## config.mk

```make
export PLATFORM = sky130hd
export DESIGN_NAME = game_referee
export DESIGN_NICKNAME = d
export VERILOG_FILES = /design/src/rtl/game_pkg.sv /design/src/rtl/game_referee_line_checker.sv /design/src/rtl/game_referee.sv
export SDC_FILE = /design/constraint.sdc
export NUM_CORES = 1
export LEC_CHECK = 0
export CAP_MARGIN = 15
export CORE_ASPECT_RATIO = 0.7
export CORE_MARGIN = 8
export CORE_UTILIZATION = 44
export CTS_CLUSTER_DIAMETER = 100
export DETAILED_ROUTE_END_ITERATION = 6
export PLACE_DENSITY = 0.81
export SLEW_MARGIN = 40
export SYNTH_ARGS = -nofsm -noshare
export SYNTH_HDL_FRONTEND = slang
export SYNTH_HIERARCHICAL = 1
export SYNTH_SLANG_ARGS = --single-unit
```

## constraint.sdc

```tcl
create_clock -name clk -period 1.85 [get_ports clk]
set_input_delay 0.555 -clock clk [delete_from_list [all_inputs] [get_ports clk]]
set_output_delay 0.555 -clock clk [all_outputs]
set_load 0.05 [all_outputs]
```

## src/rtl/game_pkg.sv

```systemverilog
//------------------------------------------------------------------------------
// Module : game_pkg
// Brief  : Shared types and board-geometry constants for the game referee.
// Rev    : 1.0
//------------------------------------------------------------------------------
`default_nettype none

package game_pkg;

  localparam int CELL_W    = 2;
  localparam int NUM_CELLS = 9;
  localparam int NUM_LINES = 8;

  typedef enum logic [1:0] {
    PLAY = 2'd0,
    EVAL = 2'd1,
    OVER = 2'd2
  } state_t;

  localparam int LINE_ROW0 = 0;
  localparam int LINE_ROW1 = 1;
  localparam int LINE_ROW2 = 2;
  localparam int LINE_COL0 = 3;
  localparam int LINE_COL1 = 4;
  localparam int LINE_COL2 = 5;
  localparam int LINE_DIAG = 6;
  localparam int LINE_ANTI = 7;

  // Cell numbers are 1-based, in the same order as the win_line bits.
  localparam int LINE_CELL [NUM_LINES][3] = '{
    '{1, 2, 3}, '{4, 5, 6}, '{7, 8, 9},
    '{1, 4, 7}, '{2, 5, 8}, '{3, 6, 9},
    '{1, 5, 9}, '{3, 5, 7}
  };

  function automatic int cell_lsb(input int k);
    return CELL_W * (k - 1);
  endfunction

endpackage

`default_nettype wire

```

## src/rtl/game_referee_line_checker.sv

```systemverilog
//------------------------------------------------------------------------------
// Module : line_checker
// Brief  : Flags a line of three cells all occupied by the same owner.
// Rev    : 1.0
//------------------------------------------------------------------------------
`default_nettype none

module line_checker
  import game_pkg::*;
(
  input  logic [CELL_W-1:0] i_a,
  input  logic [CELL_W-1:0] i_b,
  input  logic [CELL_W-1:0] i_c,
  output logic              o_complete,
  output logic              o_owner
);

  logic w_occupied;
  logic w_same_owner;

  assign w_occupied   = i_a[1] & i_b[1] & i_c[1];
  assign w_same_owner = (i_a[0] == i_b[0]) && (i_b[0] == i_c[0]);
  assign o_complete   = w_occupied & w_same_owner;
  assign o_owner      = i_a[0];

endmodule

`default_nettype wire

```

## src/rtl/game_referee.sv

```systemverilog
//------------------------------------------------------------------------------
// Module : game_referee
// Brief  : Turn keeper, move counter and win/draw judge for a 3x3 board.
// Rev    : 1.0
//------------------------------------------------------------------------------
`default_nettype none

module game_referee
  import game_pkg::*;
#(
  parameter logic FIRST_PLAYER = 1'b0,
  parameter int   MAX_MOVES    = 9
) (
  input  logic                          clk,
  input  logic                          rst,
  input  logic [NUM_CELLS*CELL_W-1:0]   i_cells,
  input  logic                          i_move_made,
  output logic                          o_player,
  output logic                          o_board_lock,
  output logic [3:0]                    o_move_count,
  output logic                          o_game_over,
  output logic                          o_winner_valid,
  output logic                          o_winner,
  output logic                          o_draw,
  output logic [NUM_LINES-1:0]          o_win_line,
  output logic                          o_protocol_err
);

  localparam logic [3:0] c_max_count = 4'(MAX_MOVES);

  state_t                 r_state;
  logic                   r_player;
  logic [3:0]             r_move_count;
  logic                   r_winner_valid;
  logic                   r_winner;
  logic                   r_draw;
  logic [NUM_LINES-1:0]   r_win_line;
  logic                   r_protocol_err;

  logic [NUM_LINES-1:0]   w_complete;
  logic [NUM_LINES-1:0]   w_owner;
  logic                   w_win_owner;

  for (genvar l = 0; l < NUM_LINES; l++) begin : g_lines
    line_checker u_line (
      .i_a        (i_cells[cell_lsb(LINE_CELL[l][0]) +: CELL_W]),
      .i_b        (i_cells[cell_lsb(LINE_CELL[l][1]) +: CELL_W]),
      .i_c        (i_cells[cell_lsb(LINE_CELL[l][2]) +: CELL_W]),
      .o_complete (w_complete[l]),
      .o_owner    (w_owner[l])
    );
  end

  // Lines closed by one move all contain that move's cell, so they share an owner.
  assign w_win_owner = |(w_complete & w_owner);

  always_ff @(posedge clk or posedge rst) begin
    if (rst) begin
      r_state        <= PLAY;
      r_player       <= FIRST_PLAYER;
      r_move_count   <= 4'd0;
      r_winner_valid <= 1'b0;
      r_winner       <= 1'b0;
      r_draw         <= 1'b0;
      r_win_line     <= '0;
      r_protocol_err <= 1'b0;
    end else begin
      case (r_state)
        PLAY: begin
          if (i_move_made) begin
            r_state  <= EVAL;
            r_player <= ~r_player;
            if (r_move_count != c_max_count) begin
              r_move_count <= r_move_count + 4'd1;
            end
          end
        end
        EVAL: begin
          if (i_move_made) begin
            r_protocol_err <= 1'b1;
          end
          if (|w_complete) begin
            r_state        <= OVER;
            r_winner_valid <= 1'b1;
            r_winner       <= w_win_owner;
            r_win_line     <= w_complete;
          end else if (r_move_count == c_max_count) begin
            r_state <= OVER;
            r_draw  <= 1'b1;
          end else begin
            r_state <= PLAY;
          end
        end
        OVER: begin
          if (i_move_made) begin
            r_protocol_err <= 1'b1;
          end
        end
        default: r_state <= PLAY;
      endcase
    end
  end

  assign o_player       = r_player;
  assign o_board_lock   = (r_state != PLAY);
  assign o_move_count   = r_move_count;
  assign o_game_over    = (r_state == OVER);
  assign o_winner_valid = r_winner_valid;
  assign o_winner       = r_winner;
  assign o_draw         = r_draw;
  assign o_win_line     = r_win_line;
  assign o_protocol_err = r_protocol_err;

endmodule

`default_nettype wire

```

Yosys cells after proc, flatten, opt, wreduce, memory -nomap -nowiden --
Index checks and enable logic that the tools add are counted.
Word-level totals: bits in registers 19, latch bits 0, memory bits (writable) 0, bits in read-only memories 0, logic and storage cells 81, memories 0
Operators by class: add/subtract/negate cells 1, $mul 0, div/mod/pow operators 0, $lt $le $gt $ge 0, equality and inequality tests 21, shifts and indexed selects 0, mux-type cells 4, bitwise logic cells 28, reduce and logical (&&, ||, !) cells 19
Operators with widths (number):
- $and 1x1->1 | 24
- $eq 1x1->1 | 16
- $reduce_or 8->1 | 2
- $and 8x8->8 | 1
- $logic_and 1x1->1 | 8
- $reduce_and 2->1 | 4
- $mux 2 | 3
- $pmux 2 s3 | 1
- $reduce_and 3->1 | 2
- $add 4x1->4 const B | 1
- $eq 4x4->1 const B | 1
- $ne 4x4->1 const B | 1
- $not 1->1 | 3
- $eq 2x1->1 const B | 1
- $eq 2x2->1 const B | 1
- $logic_not 2->1 | 1
- $ne 2x2->1 const B | 1
- $reduce_bool 2->1 | 1
- $reduce_or 2->1 | 1

Logic depth before layout (Yosys ltp) --
Gate-level depths: netlist of run 1.
word-level depth 6, gate-level depth with buffers 6, gate-level depth less buffers 5

Modules after synthesis --
Netlist of run 1, hierarchy kept.
By module, submodules not included:
- game_referee | times used 1, cells each 69, area each 899.6 um^2
- line_checker | times used 8, cells each 5, area each 28.8 um^2

Worst setup path after synthesis of run 1 --
No wires, ideal clock.
kind input to register, from input i_cells[12], to register r_win_line[0] (netlist: o_win_line[0]), arrival time 1.902 ns, slack -0.177 ns, stages on the path 6, buffers on the path 1, path through or3_1 a21oi_1 nor4_1 a21oi_1 buf_6 mux2_4
Between the ends: cells in the longest elaborated chain, start to end 5, elaborated cells on any way between the ends 11, classes of those cells 3 x eq/ne; 3 x bitwise; 5 x reduce/logical
Ends and longest elaborated chain:
- start: declaration | RTL line game_referee.sv:16 | input logic [NUM_CELLS*CELL_W-1:0] i_cells,
- $eq 1x1->1 | RTL line game_referee_line_checker.sv:22 | assign w_same_owner = (i_a[0] == i_b[0]) && (i_b[0] == i_c[0]);
- $logic_and 1x1->1 | RTL line game_referee_line_checker.sv:22
- $and 1x1->1 | RTL line game_referee_line_checker.sv:23 | assign o_complete = w_occupied & w_same_owner;
- via w_complete[2] | RTL line game_referee.sv:40 | logic [NUM_LINES-1:0] w_complete;
- $reduce_or 8->1 | RTL line game_referee.sv:82 | if (|w_complete) begin
- $reduce_and 2->1 (no source line)
- end signal: assignment | RTL line game_referee.sv:86 | r_win_line <= w_complete;
- end: declaration | RTL line game_referee.sv:37 | logic [NUM_LINES-1:0] r_win_line;
The timed path passes the listed nets, and every way through them passes these cells. A chain may end at the register's enable or synchronous reset.

Final worst setup path of run 1 --
from input i_cells[8], to register r_win_line[6] (netlist: o_win_line[6])
Between the ends: cells in the longest elaborated chain, start to end 5, elaborated cells on any way between the ends 18, classes of those cells 8 x eq/ne; 4 x bitwise; 6 x reduce/logical
Ends and longest elaborated chain (RTL line):
- $eq 1x1->1 | game_referee_line_checker.sv:22
- $logic_and 1x1->1 * | game_referee_line_checker.sv:22
- $and 1x1->1 * | game_referee_line_checker.sv:23
- via w_complete[1] | game_referee.sv:40
- $reduce_or 8->1 * | game_referee.sv:82
- $reduce_and 2->1 (no source line) *
The timed path passes the listed nets; every way through them passes the cells marked *.

==> metrics, run 1 <==
Worst EP required 1.99 ns; r2r startpoint r_state[1]; setup_tns -0.3126 ns; total grt overflow 0; largest cells by area after synthesis dfrtp_1, mux2_4, nand3_1; H-tree lvl count 1; Post-synth top cells dfrtp_1, nand3_1, a21oi_1, mux2_4; logic gate share of total power 59.6%; Pleak 0.8494 nW; Distinct cells, synth 24; Final Hold Viols 0; global-route wire length before repair 5520 um; DRC viols 0; Crit Path Max Fanout 8; Worst Min Path Start o_protocol_err; post-DP HPWL 2562 um; Slowest-stage cell, CP or3_4; CTS tree yes; switch share 46.18%; cells after synthesis 109; share of cells above drive strength 1 55.15%; fin. max-slew vios 0; Root Driver clkbuf_8; Tot Pwr 2.421 mW; async set or reset register ratio after synthesis 100.0%; status finished with violations; initial antenna violation count 0; initial core utilization 45.95%; share of the synthesized area in the top cell type 42.08%; P_int 1.303 mW; IO Port Bufs 39; Num CTS Buffers 3; most frequent cell after synthesis dfrtp_1; Die Wd 76.57 um; wire per inst 21.97 um; pin count of the biggest net entering global routing 20; Tot GR Track Use 15.65%; CP arrival 2.05 ns; chip height 58.40 um; Syn Std Cell Area 1130 sq um; # diodes 0; yosys warns 6; clock sink total 19; DRT Pass-1 Iters 4; synth-to-layout area growth 69.32%; Final Cycle Share 102.9%; DR iter-0 viols 96; Clock Path Buffers 2; Synth Flop Type dfrtp_1; number of synthesized flops with an enable pin 0; Sequential Power Share 28.3%; clk_lat worst skew 0.26 ns; CP Capture Type register; critical-path cell list buf_8 -> or3_4 -> a21oi_4 -> nor4_4 -> a21oi_2 -> buf_6 -> mux2_4; actual slew at the worst max-slew pin 0.2921 ns; failing checks negative setup slack; VDD IR max 0.001030 V; number of global-route vias before repair 1123; Routed WL 4373 um; Reg clk slew, reported paths 0.07 ns; die area 4471 sq um; switching power 1.118 mW; GP Congestion 0.8081; Worst setup startpoint i_cells[8]; skew final 0.004391 ns; relative slew slack 80.53%; RSZ-0062 raised after global routing yes; nets 192; total core area 2459 sq um; # IOs 40; Hold WC Path Type reg2reg; Fill cells 146; post-route ant nets 0; vias per cell 5.739; MaxCap Viol Count 0; Post-CTS Hold Fix Bufs 0; final number of setup-violating endpoints 10; largest area contributor in the netlist dfrtp_1; minimum clock period 1.904 ns; FP Rows 15; clock share of power 12.2%; max frequency 0.5251 GHz; Synth Register Bits 19; slowest cell delay on critical path 0.40 ns; register area share after synthesis 42.08%; WHS 0.4611 ns; via count 1142; Post-Syn Nets 135; PwrDens 1265 nW/um^2; Setup WS post-layout -0.05449 ns; syn_area_per_cell 10.37 sq um; WS Path Type in2reg; startpoint types input pin
[kinds of logic (layout without fill, tap and decap cells)]
group	after synthesis	after routing	share of synthesized area (%)
AOI/OAI and AO/OA	19	19	10.41
xor gates and xnor gates	4	4	3.101
adders and majority gates	5	5	5.537
buffers and inverters	16	72	8.638
DFF	19	19	42.08
muxes	10	10	12.85
and+or+nand+nor	36	36	17.39
[layer usage]
layer	wire length [um]	part of all wire [%]	global-route usage, %	vias up
met3	330	7.5	5.623	14
met5	0	0	0	-
li1	-	-	-	500
met4	131	3.0	6.812	0
met1	1631	37	16.89	566
met2	2279	52	27.49	62
[final cells by class]
class | count | area [sq um] | share of cell area (%)
multi-input cells | 74 | 755.7 | 39.50
flip-flops and latches | 19 | 475.5 | 24.85
well taps | 34 | 42.54 | 2.224
clock buffers | 4 | 45.04 | 2.354
repair buffers | 61 | 568.0 | 29.69
inverters | 7 | 26.28 | 1.373
[stage by stage]
| stage | worst slack (ns) | instances | instance area (sq um) | util, % |
|---|---|---|---|---|
| 2_1_floorplan | -0.1265 | 109 | 1160 | - |
| 3_3_place_gp | -0.7115 | 188 | 1649 | 67.07 |
| 3_5_place_dp | -0.7671 | 188 | 1649 | 67.07 |
| 4_1_cts | 0.0005276 | 196 | 1772 | 72.06 |
| 5_1_grt | -0.06357 | 199 | 1913 | 77.81 |
| 6_report | -0.05449 | 199 | 1913 | 77.81 |
[registers in the layout, indices dropped and copies added (netlist names)]
register and flops:
o_win_line 8, o_winner 1, o_protocol_err 1, o_draw 1
o_player 1, o_winner_valid 1, o_move_count 4, r_state 2
[worst max-delay path, delay by kind of cell]
| family | cells | cell delay, ns |
|---|---|---|
| buffers and inverters | 2 | 0.29 |
| and+or+nand+nor | 2 | 0.47 |
| AOI/OAI and AO/OA | 2 | 0.41 |
| muxes | 1 | 0.31 |
[power by group through the flow]
stage          sequential (mW)  combinational, mW  clock [mW]
2_1_floorplan             1.03              0.444           0
3_3_place_gp             0.677               1.31           0
3_5_place_dp             0.685               1.34           0
4_1_cts                  0.680               1.35       0.303
5_1_grt                  0.702               1.51       0.316
6_report                 0.684               1.44       0.295
[repair_timing]
| action | in CTS | in global routing |
|---|---|---|
| endpoints found under the setup margin | 12 | 11 |
| pin swaps | 18 | 13 |
| gates resized for setup | 68 | 26 |
| buffers inserted | 4 | 3 |
[path summary, 6_finish.rpt]
| kind | endpoint | slack, ns | cells after the start |
|---|---|---|---|
| worst max-delay path | o_win_line[6] | -0.05 | 7 |
| worst min-delay path | o_protocol_err | 0.46 | 1 |
| worst max register to register | o_win_line[6] | 0.26 | 6 |
| worst min register to register | o_protocol_err | 0.46 | 1 |
| max in group asynchronous | o_win_line[3] | 1.03 | 3 |
| min in group asynchronous | o_move_count[0] | 0.62 | 3 |
[cell usage in the layout, fill, tap and decap left out, types with 2 or more instances in the layout]
cell / netlist / layout
nor4_4: 0 / 2
buf_2: 0 / 3
xnor2_1: 3 / 3
dlygate4sd2_1: 0 / 4
mux2_4: 9 / 9
or3_4: 0 / 7
a21oi_4: 0 / 7
inv_1: 7 / 7
clkdlybuf4s15_1: 0 / 4
buf_12: 0 / 5
a21oi_2: 0 / 2
ha_1: 5 / 4
nor2_1: 2 / 2
nand4_1: 2 / 2
clkdlybuf4s50_1: 0 / 2
buf_6: 1 / 6
a22oi_1: 4 / 4
dfrtp_1: 19 / 19
buf_4: 8 / 34
a21oi_1: 11 / 2
nand3_2: 0 / 7
nand3_1: 18 / 11
clkbuf_8: 0 / 3
buf_8: 0 / 2
No activity file was read; power rests on OpenSTA's default activity.
==> run 2, diff against run 1 <==
- clock period: 1.85 -> 2.1 ns (I/O delays scaled with it)
==> run 2 against run 1 <==
  * The flow still finishes with violations (negative setup slack)
  * Combinational power down 22%
  * Non-clock buffer count shrank 1
  * Flip-flop and latch count did not move
  * Largest cell class unchanged
  * Register-to-register slack better by 0.39 ns
  * Clock power is 13% lower
  * Via count is 7.0% lower
  * First-iteration DRC count up 4.2%
==> metrics, run 2 (same netlist as run 1, synthesis figures left out) <==
Pleak 0.8112 nW; most common cell after layout, fill and taps aside buf_4; buffer and inverter count on the worst path 2; Final Hold Viols 0; synth-to-layout area growth 59.14%; Crit Path Max Fanout 3; CP arrival 2.29 ns; Finished Layout Cells 198; vias per cell 5.364; max reg flops 8; wire per inst 16.95 um; VDD IR max 0.0005349 V; GP Congestion 0.8621; clock sink total 19; total grt overflow 0; chip height 58.40 um; failing checks negative setup slack; initial core utilization 45.95%; skew final 0.0007002 ns; max frequency 0.4648 GHz; pin count of the biggest net entering global routing 20; actual slew at the worst max-slew pin 0.3411 ns; relative slew slack 77.09%; total core area 2459 sq um; Reg clk slew, reported paths 0.07 ns; DR iter-0 viols 100; DRT Pass-1 Iters 4; Crit path max-delay family compound AO/OA/AOI/OAI gates; setup_tns -0.05127 ns; Hold WC Path Type reg2reg; Die Wd 76.57 um; die area 4471 sq um; final number of setup-violating endpoints 1; PwrDens 1087 nW/um^2; post-DP HPWL 2469 um; Routed WL 3356 um; Sequential Power Share 29.6%; commonest non-fill, non-tap cells in the layout buf_4, dfrtp_1, nand3_1, mux2_4; share of cells above drive strength 1 48.78%; switching power 0.9048 mW; logic gate share of total power 57.3%; MaxCap Viol Count 0; nets 191; post-route ant nets 0; CTS tree yes; FP Rows 15; Final Cycle Share 102.4%; P_int 1.049 mW; via count 1062; startpoint types input pin; H-tree lvl count 1; Post-CTS Hold Fix Bufs 0; clock share of power 13.1%; slowest cell delay on critical path 0.43 ns; global-route wire length before repair 5140 um; Setup WS post-layout -0.05127 ns; # diodes 0; minimum clock period 2.151 ns; critical-path cell list clkdlybuf4s50_1 -> nand3_1 -> a21oi_4 -> nor4_4 -> a21oi_2 -> buf_4 -> o41a_1; Num CTS Buffers 3; DRC viols 0; Tot GR Track Use 14.45%; Clock Path Buffers 2; clk_lat worst skew 0.26 ns; # IOs 40; number of global-route vias before repair 1051; Worst EP required 2.24 ns; IO Port Bufs 39; Root Driver clkbuf_8; Cells after DPL 190; fin. max-slew vios 0; CP Capture Type register; WS Path Type in2reg; initial antenna violation count 0; Fill cells 154; Layout Utilization 73.13%; Slowest-stage cell, CP clkdlybuf4s50_1; status finished with violations; switch share 46.32%
run 2: cell count changes in the layout (fill, tap and decap cells not counted), sizes merged:
| cell | delta |
|---|---|
| buf | -9 |
| clkdlybuf4s15 | -2 |
| clkbuf | +4 |
| dlygate4sd2 | +3 |
| clkdlybuf4s50 | +3 |
run 2: power by group through the flow:
stage	clock network [mW]	registers [mW]	logic [mW]
2_1_floorplan	0	0.904	0.387
3_3_place_gp	0	0.578	1.08
3_5_place_dp	0	0.583	1.10
4_1_cts	0.263	0.577	1.11
5_1_grt	0.283	0.591	1.17
6_report	0.256	0.578	1.12
run 2: routing by layer:
metal	up-vias	global-route usage (%)	share of wire, %
li1	499	-	-
met1	512	15.96	42
met2	44	26.28	51
met3	7	4.103	6.3
met4	0	5.177	1.4
met5	-	0	0
run 2: repair_timing:
| action | in CTS | in global routing |
|---|---|---|
| buffers inserted | 2 | 2 |
| gates resized for setup | 34 | 26 |
| setup endpoints to repair | 12 | 10 |
| pin swaps | 14 | 9 |
run 2: cell type report:
type / count / area [sq um] / area share [%]
timing repair buffer: 60 / 490.5 / 27.28
sequential: 19 / 475.5 / 26.44
tap: 34 / 42.54 / 2.366
inverter: 7 / 26.28 / 1.461
clock buffer: 4 / 45.04 / 2.505
multi-input combinational: 74 / 718.2 / 39.94
run 2: worst reg2reg max path, delay by kind of cell, from the launching register on:
kind,cells,cell delay (ns)
mux,1,0.30
fa+ha+maj,1,0.15
flops,1,0.39
compound gates,1,0.17
buf+inv,3,0.33
run 2: per-stage QoR:
stage          hold WS [ns]  cell area, sq um  total power, mW  setup slack, ns
4_1_cts              0.4660              1713            1.949         0.003311
5_1_grt              0.4834              1798            2.047         -0.05377
2_1_floorplan        0.5213              1134            1.292         0.001766
3_3_place_gp         0.4444              1600            1.659          -0.6860
6_report             0.4625              1798            1.954         -0.05127
3_5_place_dp         0.4519              1600            1.686          -0.7279
run 2: path summary, 6_finish.rpt:
kind / start / end / slack, ns / depth (start not counted)
setup / recovery: i_cells[7] / r_state[1] / -0.05 / 7
hold / removal: o_protocol_err / o_protocol_err / 0.46 / 1
setup reg to reg: r_state[1] / o_win_line[3] / 0.65 / 6
hold reg to reg: o_protocol_err / o_protocol_err / 0.46 / 1
max in group asynchronous: rst / o_draw / 1.21 / 3
min in group asynchronous: rst / o_win_line[5] / 0.69 / 3
